[config.mk]
export PLATFORM = sky130hd
export DESIGN_NAME = clock_set_ctrl_flat
export DESIGN_NICKNAME = d
export VERILOG_FILES = /design/src/rtl/clock_set_pkg.sv /design/src/rtl/clock_set_ctrl_if.sv /design/src/rtl/days_in_month.sv /design/src/rtl/clock_set_ctrl.sv /design/src/flat_wrapper.sv
export SDC_FILE = /design/constraint.sdc
export NUM_CORES = 1
export LEC_CHECK = 0
export ABC_AREA = 1
export ABC_CLOCK_PERIOD_IN_PS = 7480
export CORE_MARGIN = 2
export CORE_UTILIZATION = 52
export DETAILED_ROUTE_END_ITERATION = 8
export GPL_TIMING_DRIVEN = 0
export PLACE_DENSITY = 0.86
export SLEW_MARGIN = 20
export SYNTH_ARGS = -nofsm -noshare
export SYNTH_HDL_FRONTEND = slang
export SYNTH_SLANG_ARGS = --single-unit
[constraint.sdc]
create_clock -name clk -period 7.48 [get_ports clk]
set_input_delay 1.496 -clock clk [delete_from_list [all_inputs] [get_ports clk]]
set_output_delay 1.496 -clock clk [all_outputs]
set_load 0.005 [all_outputs]
[src/rtl/clock_set_pkg.sv]
// rtl/clock_set_pkg.sv - shared types and constants for the clock/date setter
// Purpose: field and state enums, field limits, reset year and leap-year helper.
// Ports: none (package).
package clock_set_pkg;

    typedef enum logic [2:0] {
        FIELD_HOUR  = 3'd0,
        FIELD_MIN   = 3'd1,
        FIELD_SEC   = 3'd2,
        FIELD_DAY   = 3'd3,
        FIELD_MONTH = 3'd4,
        FIELD_YEAR  = 3'd5
    } field_e;

    typedef enum logic [1:0] {
        IDLE   = 2'd0,
        EDIT   = 2'd1,
        COMMIT = 2'd2
    } state_e;

    localparam logic [5:0]  SEC_MAX    = 6'd59;
    localparam logic [5:0]  MIN_MAX    = 6'd59;
    localparam logic [4:0]  HOUR_MAX   = 5'd23;
    localparam logic [3:0]  MONTH_MAX  = 4'd12;
    localparam logic [13:0] RESET_YEAR = 14'd2024;

    // Same rule as the calendar counter: every fourth year is a leap year.
    function automatic logic is_leap(input logic [13:0] year);
        return (year[1:0] == 2'b00);
    endfunction

endpackage

[src/rtl/clock_set_ctrl_if.sv]
// rtl/clock_set_ctrl_if.sv - button/live-time/shadow-time bundle for clock_set_ctrl
// Purpose: groups the button pulses, live time inputs and the setter outputs.
// Ports (signals):
//   btn_mode/btn_next/btn_inc  one-cycle button pulses
//   cur_*                      live time/date from the calendar counter
//   set_*, load                shadow time/date and its one-cycle load strobe
//   editing, field_sel, blink  edit status for the display
// Modports: master (button/time source side), slave (clock_set_ctrl side).
interface clock_set_ctrl_if;

    logic        btn_mode;
    logic        btn_next;
    logic        btn_inc;

    logic [5:0]  cur_sec;
    logic [5:0]  cur_min;
    logic [4:0]  cur_hour;
    logic [4:0]  cur_day;
    logic [3:0]  cur_month;
    logic [13:0] cur_year;

    logic [5:0]  set_sec;
    logic [5:0]  set_min;
    logic [4:0]  set_hour;
    logic [4:0]  set_day;
    logic [3:0]  set_month;
    logic [13:0] set_year;

    logic        load;
    logic        editing;
    logic [2:0]  field_sel;
    logic        blink;

    modport master (
        output btn_mode, btn_next, btn_inc,
        output cur_sec, cur_min, cur_hour, cur_day, cur_month, cur_year,
        input  set_sec, set_min, set_hour, set_day, set_month, set_year,
        input  load, editing, field_sel, blink
    );

    modport slave (
        input  btn_mode, btn_next, btn_inc,
        input  cur_sec, cur_min, cur_hour, cur_day, cur_month, cur_year,
        output set_sec, set_min, set_hour, set_day, set_month, set_year,
        output load, editing, field_sel, blink
    );

endinterface

[src/rtl/days_in_month.sv]
// rtl/days_in_month.sv - combinational days-in-month lookup
// Purpose: number of days in a month, leap-aware; shared with the calendar counter.
// Ports:
//   month  in  4   month 1..12 (out-of-range months report 31)
//   year   in  14  year, only its leap status matters
//   dim    out 5   days in that month
module days_in_month
    import clock_set_pkg::*;
(
    input  logic [3:0]  month,
    input  logic [13:0] year,
    output logic [4:0]  dim
);

    always_comb begin
        dim = 5'd31;
        case (month)
            4'd4, 4'd6, 4'd9, 4'd11: dim = 5'd30;
            4'd2:                    dim = is_leap(year) ? 5'd29 : 5'd28;
            default:                 dim = 5'd31;
        endcase
    end

endmodule

[src/rtl/clock_set_ctrl.sv]
// rtl/clock_set_ctrl.sv - button-driven time/date setter feeding the calendar load port
// Purpose: captures live time on entry, edits one field at a time with calendar-legal
//          wrap and day clamping, then issues a one-cycle load strobe.
// Optional feature macro: CLOCK_SET_BLINK_EN (blink counter for the selected field).
// Ports:
//   clk    in  1   system clock, rising edge
//   rst_n  in  1   asynchronous active-low reset
//   bus    clock_set_ctrl_if.slave: buttons, cur_* in; set_*, load, editing,
//          field_sel, blink out
module clock_set_ctrl
    import clock_set_pkg::*;
#(
    parameter int unsigned YEAR_MAX  = 9999,
    parameter int unsigned BLINK_DIV = 500
) (
    input  logic               clk,
    input  logic               rst_n,
    clock_set_ctrl_if.slave    bus
);

    localparam logic [13:0] YEAR_TOP = 14'(YEAR_MAX);

    state_e      state;
    field_e      field;
    logic        load_q;
    logic        editing_q;

    logic [5:0]  sec_q;
    logic [5:0]  min_q;
    logic [4:0]  hour_q;
    logic [4:0]  day_q;
    logic [3:0]  month_q;
    logic [13:0] year_q;

    // Incremented candidates; ">=" lets out-of-range captures wrap on first inc.
    logic [5:0]  sec_inc;
    logic [5:0]  min_inc;
    logic [4:0]  hour_inc;
    logic [4:0]  day_inc;
    logic [3:0]  month_inc;
    logic [13:0] year_inc;
    logic [4:0]  day_clamped;

    assign sec_inc   = (sec_q   >= SEC_MAX)   ? 6'd0  : sec_q + 6'd1;
    assign min_inc   = (min_q   >= MIN_MAX)   ? 6'd0  : min_q + 6'd1;
    assign hour_inc  = (hour_q  >= HOUR_MAX)  ? 5'd0  : hour_q + 5'd1;
    assign month_inc = (month_q >= MONTH_MAX) ? 4'd1  : month_q + 4'd1;
    assign year_inc  = (year_q  >= YEAR_TOP)  ? 14'd0 : year_q + 14'd1;

    // One lookup serves all three uses: when MONTH or YEAR is selected it sees
    // the post-increment date, so the clamp lands on the same edge as the inc;
    // otherwise it sees the current date, which is what the day wrap needs.
    logic [3:0]  dim_month;
    logic [13:0] dim_year;
    logic [4:0]  dim;

    assign dim_month = (field == FIELD_MONTH) ? month_inc : month_q;
    assign dim_year  = (field == FIELD_YEAR)  ? year_inc  : year_q;

    days_in_month u_dim (
        .month (dim_month),
        .year  (dim_year),
        .dim   (dim)
    );

    assign day_inc     = (day_q >= dim) ? 5'd1 : day_q + 5'd1;
    assign day_clamped = (day_q >  dim) ? dim  : day_q;

    always_ff @(posedge clk or negedge rst_n) begin
        if (!rst_n) begin
            state     <= IDLE;
            field     <= FIELD_HOUR;
            load_q    <= 1'b0;
            editing_q <= 1'b0;
            sec_q     <= 6'd0;
            min_q     <= 6'd0;
            hour_q    <= 5'd0;
            day_q     <= 5'd1;
            month_q   <= 4'd1;
            year_q    <= RESET_YEAR;
        end else begin
            load_q <= 1'b0;
            case (state)
                IDLE: begin
                    if (bus.btn_mode) begin
                        sec_q     <= bus.cur_sec;
                        min_q     <= bus.cur_min;
                        hour_q    <= bus.cur_hour;
                        day_q     <= bus.cur_day;
                        month_q   <= bus.cur_month;
                        year_q    <= bus.cur_year;
                        field     <= FIELD_HOUR;
                        editing_q <= 1'b1;
                        state     <= EDIT;
                    end
                end
                EDIT: begin
                    // Priority mode > next > inc; lower pulses in the same cycle are dropped.
                    if (bus.btn_mode) begin
                        editing_q <= 1'b0;
                        state     <= IDLE;
                    end else if (bus.btn_next) begin
                        if (field == FIELD_YEAR) begin
                            editing_q <= 1'b0;
                            load_q    <= 1'b1;
                            state     <= COMMIT;
                        end else begin
                            field <= field_e'(field + 3'd1);
                        end
                    end else if (bus.btn_inc) begin
                        case (field)
                            FIELD_HOUR: hour_q <= hour_inc;
                            FIELD_MIN:  min_q  <= min_inc;
                            FIELD_SEC:  sec_q  <= sec_inc;
                            FIELD_DAY:  day_q  <= day_inc;
                            FIELD_MONTH: begin
                                month_q <= month_inc;
                                day_q   <= day_clamped;
                            end
                            default: begin
                                year_q <= year_inc;
                                day_q  <= day_clamped;
                            end
                        endcase
                    end
                end
                COMMIT: begin
                    // load_q was raised on entry and drops here: exactly one cycle.
                    state <= IDLE;
                end
                default: begin
                    editing_q <= 1'b0;
                    state     <= IDLE;
                end
            endcase
        end
    end

    assign bus.set_sec   = sec_q;
    assign bus.set_min   = min_q;
    assign bus.set_hour  = hour_q;
    assign bus.set_day   = day_q;
    assign bus.set_month = month_q;
    assign bus.set_year  = year_q;
    assign bus.load      = load_q;
    assign bus.editing   = editing_q;
    assign bus.field_sel = field;

`ifdef CLOCK_SET_BLINK_EN
    localparam int unsigned CW = (BLINK_DIV > 1) ? $clog2(BLINK_DIV) : 1;
    localparam logic [CW-1:0] BLINK_LAST = CW'(BLINK_DIV - 1);

    logic [CW-1:0] blink_cnt;
    logic          blink_q;
    logic          blink_restart;

    // Any field move or inc restarts the phase so the edited field is shown at once.
    assign blink_restart = (state != EDIT) || bus.btn_mode || bus.btn_next || bus.btn_inc;

    always_ff @(posedge clk or negedge rst_n) begin
        if (!rst_n) begin
            blink_cnt <= '0;
            blink_q   <= 1'b0;
        end else if (blink_restart) begin
            blink_cnt <= '0;
            blink_q   <= 1'b0;
        end else if (blink_cnt == BLINK_LAST) begin
            blink_cnt <= '0;
            blink_q   <= ~blink_q;
        end else begin
            blink_cnt <= blink_cnt + 1'b1;
        end
    end

    assign bus.blink = blink_q;
`else
    assign bus.blink = 1'b0;
`endif

endmodule

[src/flat_wrapper.sv]
// flat-port wrapper written by rule: the top's interface ports become plain ports
module clock_set_ctrl_flat import clock_set_pkg::*;
#(
    parameter int unsigned YEAR_MAX  = 9999,
    parameter int unsigned BLINK_DIV = 500
)
  (clk, rst_n, bus_btn_mode, bus_btn_next, bus_btn_inc, bus_cur_sec, bus_cur_min, bus_cur_hour, bus_cur_day, bus_cur_month, bus_cur_year, bus_set_sec, bus_set_min, bus_set_hour, bus_set_day, bus_set_month, bus_set_year, bus_load, bus_editing, bus_field_sel, bus_blink);
  clock_set_ctrl_if bus_i ();
  input  logic clk;
  input  logic rst_n;
  input wire logic [$bits(bus_i.btn_mode)-1:0] bus_btn_mode;
  input wire logic [$bits(bus_i.btn_next)-1:0] bus_btn_next;
  input wire logic [$bits(bus_i.btn_inc)-1:0] bus_btn_inc;
  input wire logic [$bits(bus_i.cur_sec)-1:0] bus_cur_sec;
  input wire logic [$bits(bus_i.cur_min)-1:0] bus_cur_min;
  input wire logic [$bits(bus_i.cur_hour)-1:0] bus_cur_hour;
  input wire logic [$bits(bus_i.cur_day)-1:0] bus_cur_day;
  input wire logic [$bits(bus_i.cur_month)-1:0] bus_cur_month;
  input wire logic [$bits(bus_i.cur_year)-1:0] bus_cur_year;
  output wire logic [$bits(bus_i.set_sec)-1:0] bus_set_sec;
  output wire logic [$bits(bus_i.set_min)-1:0] bus_set_min;
  output wire logic [$bits(bus_i.set_hour)-1:0] bus_set_hour;
  output wire logic [$bits(bus_i.set_day)-1:0] bus_set_day;
  output wire logic [$bits(bus_i.set_month)-1:0] bus_set_month;
  output wire logic [$bits(bus_i.set_year)-1:0] bus_set_year;
  output wire logic [$bits(bus_i.load)-1:0] bus_load;
  output wire logic [$bits(bus_i.editing)-1:0] bus_editing;
  output wire logic [$bits(bus_i.field_sel)-1:0] bus_field_sel;
  output wire logic [$bits(bus_i.blink)-1:0] bus_blink;
  assign bus_i.btn_mode = bus_btn_mode;
  assign bus_i.btn_next = bus_btn_next;
  assign bus_i.btn_inc = bus_btn_inc;
  assign bus_i.cur_sec = bus_cur_sec;
  assign bus_i.cur_min = bus_cur_min;
  assign bus_i.cur_hour = bus_cur_hour;
  assign bus_i.cur_day = bus_cur_day;
  assign bus_i.cur_month = bus_cur_month;
  assign bus_i.cur_year = bus_cur_year;
  assign bus_set_sec = bus_i.set_sec;
  assign bus_set_min = bus_i.set_min;
  assign bus_set_hour = bus_i.set_hour;
  assign bus_set_day = bus_i.set_day;
  assign bus_set_month = bus_i.set_month;
  assign bus_set_year = bus_i.set_year;
  assign bus_load = bus_i.load;
  assign bus_editing = bus_i.editing;
  assign bus_field_sel = bus_i.field_sel;
  assign bus_blink = bus_i.blink;
  clock_set_ctrl #(.YEAR_MAX(YEAR_MAX), .BLINK_DIV(BLINK_DIV)) u_core (.clk(clk), .rst_n(rst_n), .bus(bus_i));
endmodule
# Word-level counts from Yosys, hierarchy flattened

Cells that the tools add are included.

Register bits: 47
Input bits: 45
Output and inout port bits: 46
Logic and storage cells: 132

Add/sub/neg operators: 7
Magnitude comparators: 7
Equal/unequal tests: 26
Multiplexer cells: 65
Bitwise gates (word level): 1
Reduce and logical (&&, ||, !) cells: 16

Operators with widths:

| operator                                                               | number |
|---|---|
| 14-bit 2-to-1 mux                                                      | 6 |
| 6-bit 2-to-1 mux                                                       | 12 |
| 5-bit 2-to-1 mux                                                       | 12 |
| 5-bit one-hot mux with 2 select lines                                  | 3 |
| 14-bit one-hot mux with 2 select lines                                 | 1 |
| 4-bit 2-to-1 mux                                                       | 6 |
| 6-bit one-hot mux with 2 select lines                                  | 2 |
| 6-bit AND reduction                                                    | 4 |
| 2-bit inequality test (second input constant)                          | 8 |
| 14-bit by 1-bit adder with 14-bit output (second input constant)       | 1 |
| 14-bit greater-or-equal comparator (second input constant)             | 1 |
| 6-bit by 1-bit adder with 6-bit output (second input constant)         | 2 |
| 6-bit greater-or-equal comparator (second input constant)              | 2 |
| 3-bit 2-to-1 mux                                                       | 4 |
| 5-bit by 1-bit adder with 5-bit output (second input constant)         | 2 |
| 2-bit 2-to-1 mux                                                       | 5 |
| 5-bit AND reduction                                                    | 2 |
| 1-bit 2-to-1 mux                                                       | 9 |
| 4-bit by 3-bit equality test with 1-bit output (second input constant) | 2 |
| 4-bit equality test (second input constant)                            | 2 |
| 2-bit one-hot mux with 2 select lines                                  | 2 |
| 4-bit one-hot mux with 2 select lines                                  | 1 |
| 7-bit AND reduction                                                    | 1 |
| 3-bit by 2-bit equality test with 1-bit output (second input constant) | 2 |
| other kinds (26)                                                       | 30 |

# Longest topological paths before layout

Depth after elaboration: 13
Mapped depth: 21
Mapped depth without buffers: 21

# Modules after synthesis

Synthesis repeated with hierarchy kept, for this count alone.

Cells, all modules: 566
Area, all modules: 3734.8 um^2

Modules (own cells, without submodules):

| module         | instances | cells each | area each (um^2) |
|---|---|---|---|
| clock_set_ctrl | 1         | 549        | 3654.8 |
| days_in_month  | 1         | 17         | 80.1 |

# Worst setup path after synthesis

No wires, ideal clock.

Path type: register to register
From: register u_core.field[0] (netlist: u_core.bus.field_sel[0])
To: register u_core.day_q[3] (netlist: u_core.bus.set_day[3])
Setup time: 0.127 ns
Data arrival time: 2.481 ns
Setup slack: 4.872 ns
Cell stages (with the launch flop): 19
Buffers on the path: 0
Cell sequence: dfrtp_1 inv_1 ha_1 nand2_1 inv_1 nand3_1 nand3_1 nand3_1 nor2_1 nand2_1 nand2_1 inv_1 ha_1 nand2_1 nand2_1 o21ai_0 o211ai_4 nand2_1 o31ai_2

Longest elaborated chain between the ends: 12
Elaborated cells between the ends (all ways): 29

RTL lines:

| item                                                                   | RTL line                                   | text |
|---|---|---|
| start, declared                                                        | clock_set_ctrl.sv:24                       | `field_e field;` |
| start signal, assigned                                                 | clock_set_ctrl.sv:108                      | `field <= field_e'(field + 3'd1);` |
| 3-bit equality test, on equally long branches                          | clock_set_ctrl.sv:57, clock_set_ctrl.sv:58 |  |
| 4-bit 2-to-1 mux or 2-bit 2-to-1 mux (tied branches)                   | clock_set_ctrl.sv:57, clock_set_ctrl.sv:58 |  |
| 4-bit by 3-bit equality test with 1-bit output (tied with other cells) | days_in_month.sv:17                        | `case (month)` |
| 4-bit OR reduction or 1-bit 2-to-1 mux (tied branches)                 | days_in_month.sv:17, days_in_month.sv:19   |  |
| 2-bit one-hot mux with 2 select lines                                  | days_in_month.sv:17                        |  |
| 5-bit greater-or-equal comparator                                      | clock_set_ctrl.sv:66                       | `assign day_inc = (day_q >= dim) ? 5'd1 : day_q + 5'd1;` |
| 5-bit 2-to-1 mux                                                       | clock_set_ctrl.sv:66                       |  |
| 5-bit one-hot mux with 2 select lines                                  | clock_set_ctrl.sv:111                      | `case (field)` |
| 5-bit 2-to-1 mux                                                       | clock_set_ctrl.sv:110                      | `end else if (bus.btn_inc) begin` |
| 5-bit 2-to-1 mux                                                       | clock_set_ctrl.sv:102                      | `end else if (bus.btn_next) begin` |
| 5-bit 2-to-1 mux                                                       | clock_set_ctrl.sv:99                       | `if (bus.btn_mode) begin` |
| 5-bit one-hot mux with 2 select lines                                  | clock_set_ctrl.sv:83                       | `case (state)` |
| end signal, assigned                                                   | clock_set_ctrl.sv:89                       | `day_q <= bus.cur_day;` |
| end signal, assigned                                                   | clock_set_ctrl.sv:115                      | `FIELD_DAY: day_q <= day_inc;` |
| end signal, assigned                                                   | clock_set_ctrl.sv:118                      | `day_q <= day_clamped;` |
| end, declared                                                          | clock_set_ctrl.sv:31                       | `logic [4:0] day_q;` |

Several ways; a longest one is shown, not always the timed one. The select of a mux whose other input is x is not followed.
A chain may end at the register's enable or synchronous reset.

# Worst setup path in the final report

From: register u_core.field[0] (netlist: u_core.bus.field_sel[0])
To: register u_core.day_q[0] (netlist: u_core.bus.set_day[0])

The elaborated chain is that of the path after synthesis.

==> flow_summary.json <==
{
  "final_layout_size_suffix_gt1_frac": 0.0993,
  "synth_most_common_cell": "nand2_1",
  "numCtsBuffers": 5,
  "htreeDepth": 2,
  "synth_commonest_cells": "101 x nand2_1, 49 x inv_1, 39 x nor2_1",
  "power.leakage_nw": 2.00,
  "grt_max_degree": 31,
  "synth_compound_area_frac": 0.213,
  "fp.coreArea_um2": 5990,
  "die_h_um": 83.0,
  "postCtsHoldBufs": 0,
  "p_sw_frac": 0.436,
  "final-hold-violation-count": 0,
  "final-setup-viol-count": 0,
  "power_switching_w": 0.000733,
  "cts_tree": "yes",
  "synth_xor_area_frac": 0.0270,
  "cpPeakStageDelay_ns": 0.43,
  "initial_core_util": 0.542,
  "route.detailed.drc": 0,
  "syn-num-nets": 494,
  "tns_ns": 0,
  "routabilityCongestion": 0.894,
  "muxShareOfSynthArea": 0.00309,
  "grt_pass1_vias": 3268,
  "dieArea_um2": 6890,
  "hpwl_mm": 6.63,
  "synth_top_family_by_area": "simple AND/OR/NAND/NOR gates",
  "async_flop_share": 1.00,
  "worst_slew_pin_slew_ns": 0.645,
  "fmax_mhz": 330,
  "wirelength_mm": 8.81,
  "nNetsFinal": 591,
  "synthAdderAreaFrac": 0.0501,
  "postRouteAntennaNets": 0,
  "io_buffers": 89,
  "intPower_w": 0.000950,
  "track_usage": 0.258,
  "max_cap_viol_count": 0,
  "min_path_type": "flip-flop to flip-flop",
  "p_clk_frac": 0.114,
  "cts_root_buf": "clkbuf_8",
  "worstSetupPathType": "flip-flop to flip-flop",
  "yosys.area.top_type": "dfrtp_1",
  "start_kind": "flip-flop",
  "fin_util": 0.727,
  "chipWidth_um": 83.0,
  "cts_sinks": 47,
  "seq_area_frac_synth": 0.366,
  "clock_latency_ns": 0.31,
  "rows": 28,
  "drv_slew": 0,
  "status": "finished, final reports clean",
  "final_area_um2": 4360,
  "wl_per_cell_um": 14.5,
  "clockBufferDepth": 2,
  "synthTopCellsByArea": "dfrtp_1 29%, nand2_1 12%, dfstp_2 7.3%",
  "cts.clk_slew.worst_paths_ns": 0.09,
  "crit_family": "simple AND/OR/NAND/NOR gates",
  "endpoint_kind": "flip-flop",
  "firstDrtPassIters": 5,
  "crit_chain": "inv_1 > ha_1 > nand2_1 > inv_1 > nand3_1 > nand3_1 > nand3_1 > nor2_1 > nand2_1 > nand2_1 > inv_1 > ha_1 > nand2_1 > nand2_1 > o21ai_0 > o211ai_4 > a21oi_2 > a21oi_2",
  "antenna_found_initial": 0,
  "cts_resized": 0,
  "combPwrFrac": 0.567,
  "min_period_ns": 3.03,
  "synth_warnings": 0,
  "yosys.cell_types.count": 46,
  "min_period_over_period": 0.405,
  "drt_iter0_markers": 182,
  "num_io_pins": 91,
  "worst_ep_required_time_ns": 7.73,
  "viasPerCell": 5.51,
  "grt_pass1_wl_mm": 14.9,
  "netlist_instances": 436,
  "overflow": 0,
  "fin_worst_skew_ns": 0.00273,
  "pwr-share-seq": 0.318,
  "synth-main-ff-cell": "dfrtp_1",
  "cts_setup_buffers": 0,
  "critPathBufInv": 3,
  "yosys_register_bits": 47,
  "syn-cell-area_um2": 3240,
  "postPlaceCellArea_um2": 4240,
  "synthSimpleGateAreaFrac": 0.251,
  "peakVddDrop_uv": 206,
  "vias": 3353,
  "syn_to_final_growth_pct": 34.3,
  "syn-mean-instance-area_um2": 7.44,
  "p_per_area_nw_per_um2": 386,
  "yosys.area.top_type_share": 0.293,
  "critPathMostFrequentCell": "nand2_1",
  "synth_edf_count": 0,
  "cp_max_fo": 10,
  "grt_setup_unrepaired": "no",
  "worstPathArrival_ns": 3.28,
  "maxSlewHeadroom": 0.570,
  "antenna_cells": 0,
  "slowest_stage": "dfrtp_1"
}
flip-flops by register name, summed over array words and instances (netlist names), 2 cells and up:
register              count
u_core.bus.set_year      14
u_core.bus.set_min        6
u_core.bus.field_sel      3
u_core.bus.set_day        5
u_core.bus.set_month      4
u_core.bus.set_sec        6
u_core.state              2
u_core.bus.set_hour       5
cells by family after synthesis:
logic type / after synthesis
xor+xnor: 10
compound gates: 105
simple gates: 193
other cells: 1
mux: 1
flops: 47
buf+inv: 66
fa+ha+maj: 13
area by class of cell:
class,count,area (µm²)
multi-input combinational,323,1770
fill,482,1630
sequential,47,1190
timing repair buffer,90,906
inverter,55,214
tap,75,93.8
buffer,11,73.8
clock buffer,5,68.8
clock inverter,3,43.8
per-stage QoR:
step	instances	worst slack (ns)	power, W	hold WS (ns)
after floorplan	436	4.87	0.00108	0.484
after global placement	600	3.57	0.00145	0.495
after detailed placement	601	4.22	0.00148	0.495
after CTS	609	4.48	0.00168	0.519
after global routing	609	4.16	0.00182	0.553
final	609	4.45	0.00168	0.513
path summary, 6_finish.rpt:
| path | start | end | slack (ns) | depth (start not counted) |
|---|---|---|---|---|
| min in group asynchronous | rst_n | u_core.bus.set_day[3] | 1.11 | 1 |
| worst max register to register | u_core.bus.field_sel[0] | u_core.bus.set_day[0] | 4.45 | 18 |
| worst min-delay path | u_core.bus.editing | u_core.bus.editing | 0.51 | 2 |
| worst min register to register | u_core.bus.editing | u_core.bus.editing | 0.51 | 2 |
| worst max-delay path | u_core.bus.field_sel[0] | u_core.bus.set_day[0] | 4.45 | 18 |
| max in group asynchronous | rst_n | u_core.bus.set_year[10] | 5.78 | 2 |
worst reg2reg max path: stages (launching register included):
cell and delay [ns]:
dfrtp_1 0.43, inv_1 0.13, ha_1 0.25, nand2_1 0.14, inv_1 0.15, nand3_1 0.13, nand3_1 0.16, nand3_1 0.14
nor2_1 0.11, nand2_1 0.06, nand2_1 0.08, inv_1 0.05, ha_1 0.26, nand2_1 0.08, nand2_1 0.05, o21ai_0 0.30
o211ai_4 0.21, a21oi_2 0.17, a21oi_2 0.07
cells in the final DEF, fill, tap and decap left out, types with 7 or more instances in the layout:
cell and n:
inv_1 49, nor3_1 7, ha_1 13, nand2_1 101, dfrtp_1 38, nand3_1 34
nor2_1 39, a21oi_1 26, o21ai_0 37, clkdlybuf4s50_1 88, dfstp_2 9, xor2_1 7
metal layers:
layer | global-route usage | part of all wire | wire (µm) | vias to the layer above
met5 | 0 | 0 | 0 | -
li1 | - | - | - | 1652
met2 | 0.438 | 0.48 | 4240 | 110
met4 | 0.0730 | 0.012 | 109 | 0
met1 | 0.332 | 0.45 | 3940 | 1580
met3 | 0.0557 | 0.059 | 524 | 11
power by group through the flow:
stage | logic (W) | registers, W | clock network [W]
after floorplan | 0.000560 | 0.000517 | 0
after global placement | 0.000916 | 0.000531 | 0
after detailed placement | 0.000948 | 0.000536 | 0
after CTS | 0.000955 | 0.000533 | 0.000197
after global routing | 0.00106 | 0.000557 | 0.000208
final | 0.000954 | 0.000535 | 0.000193
(Power assumes the default switching activity.)
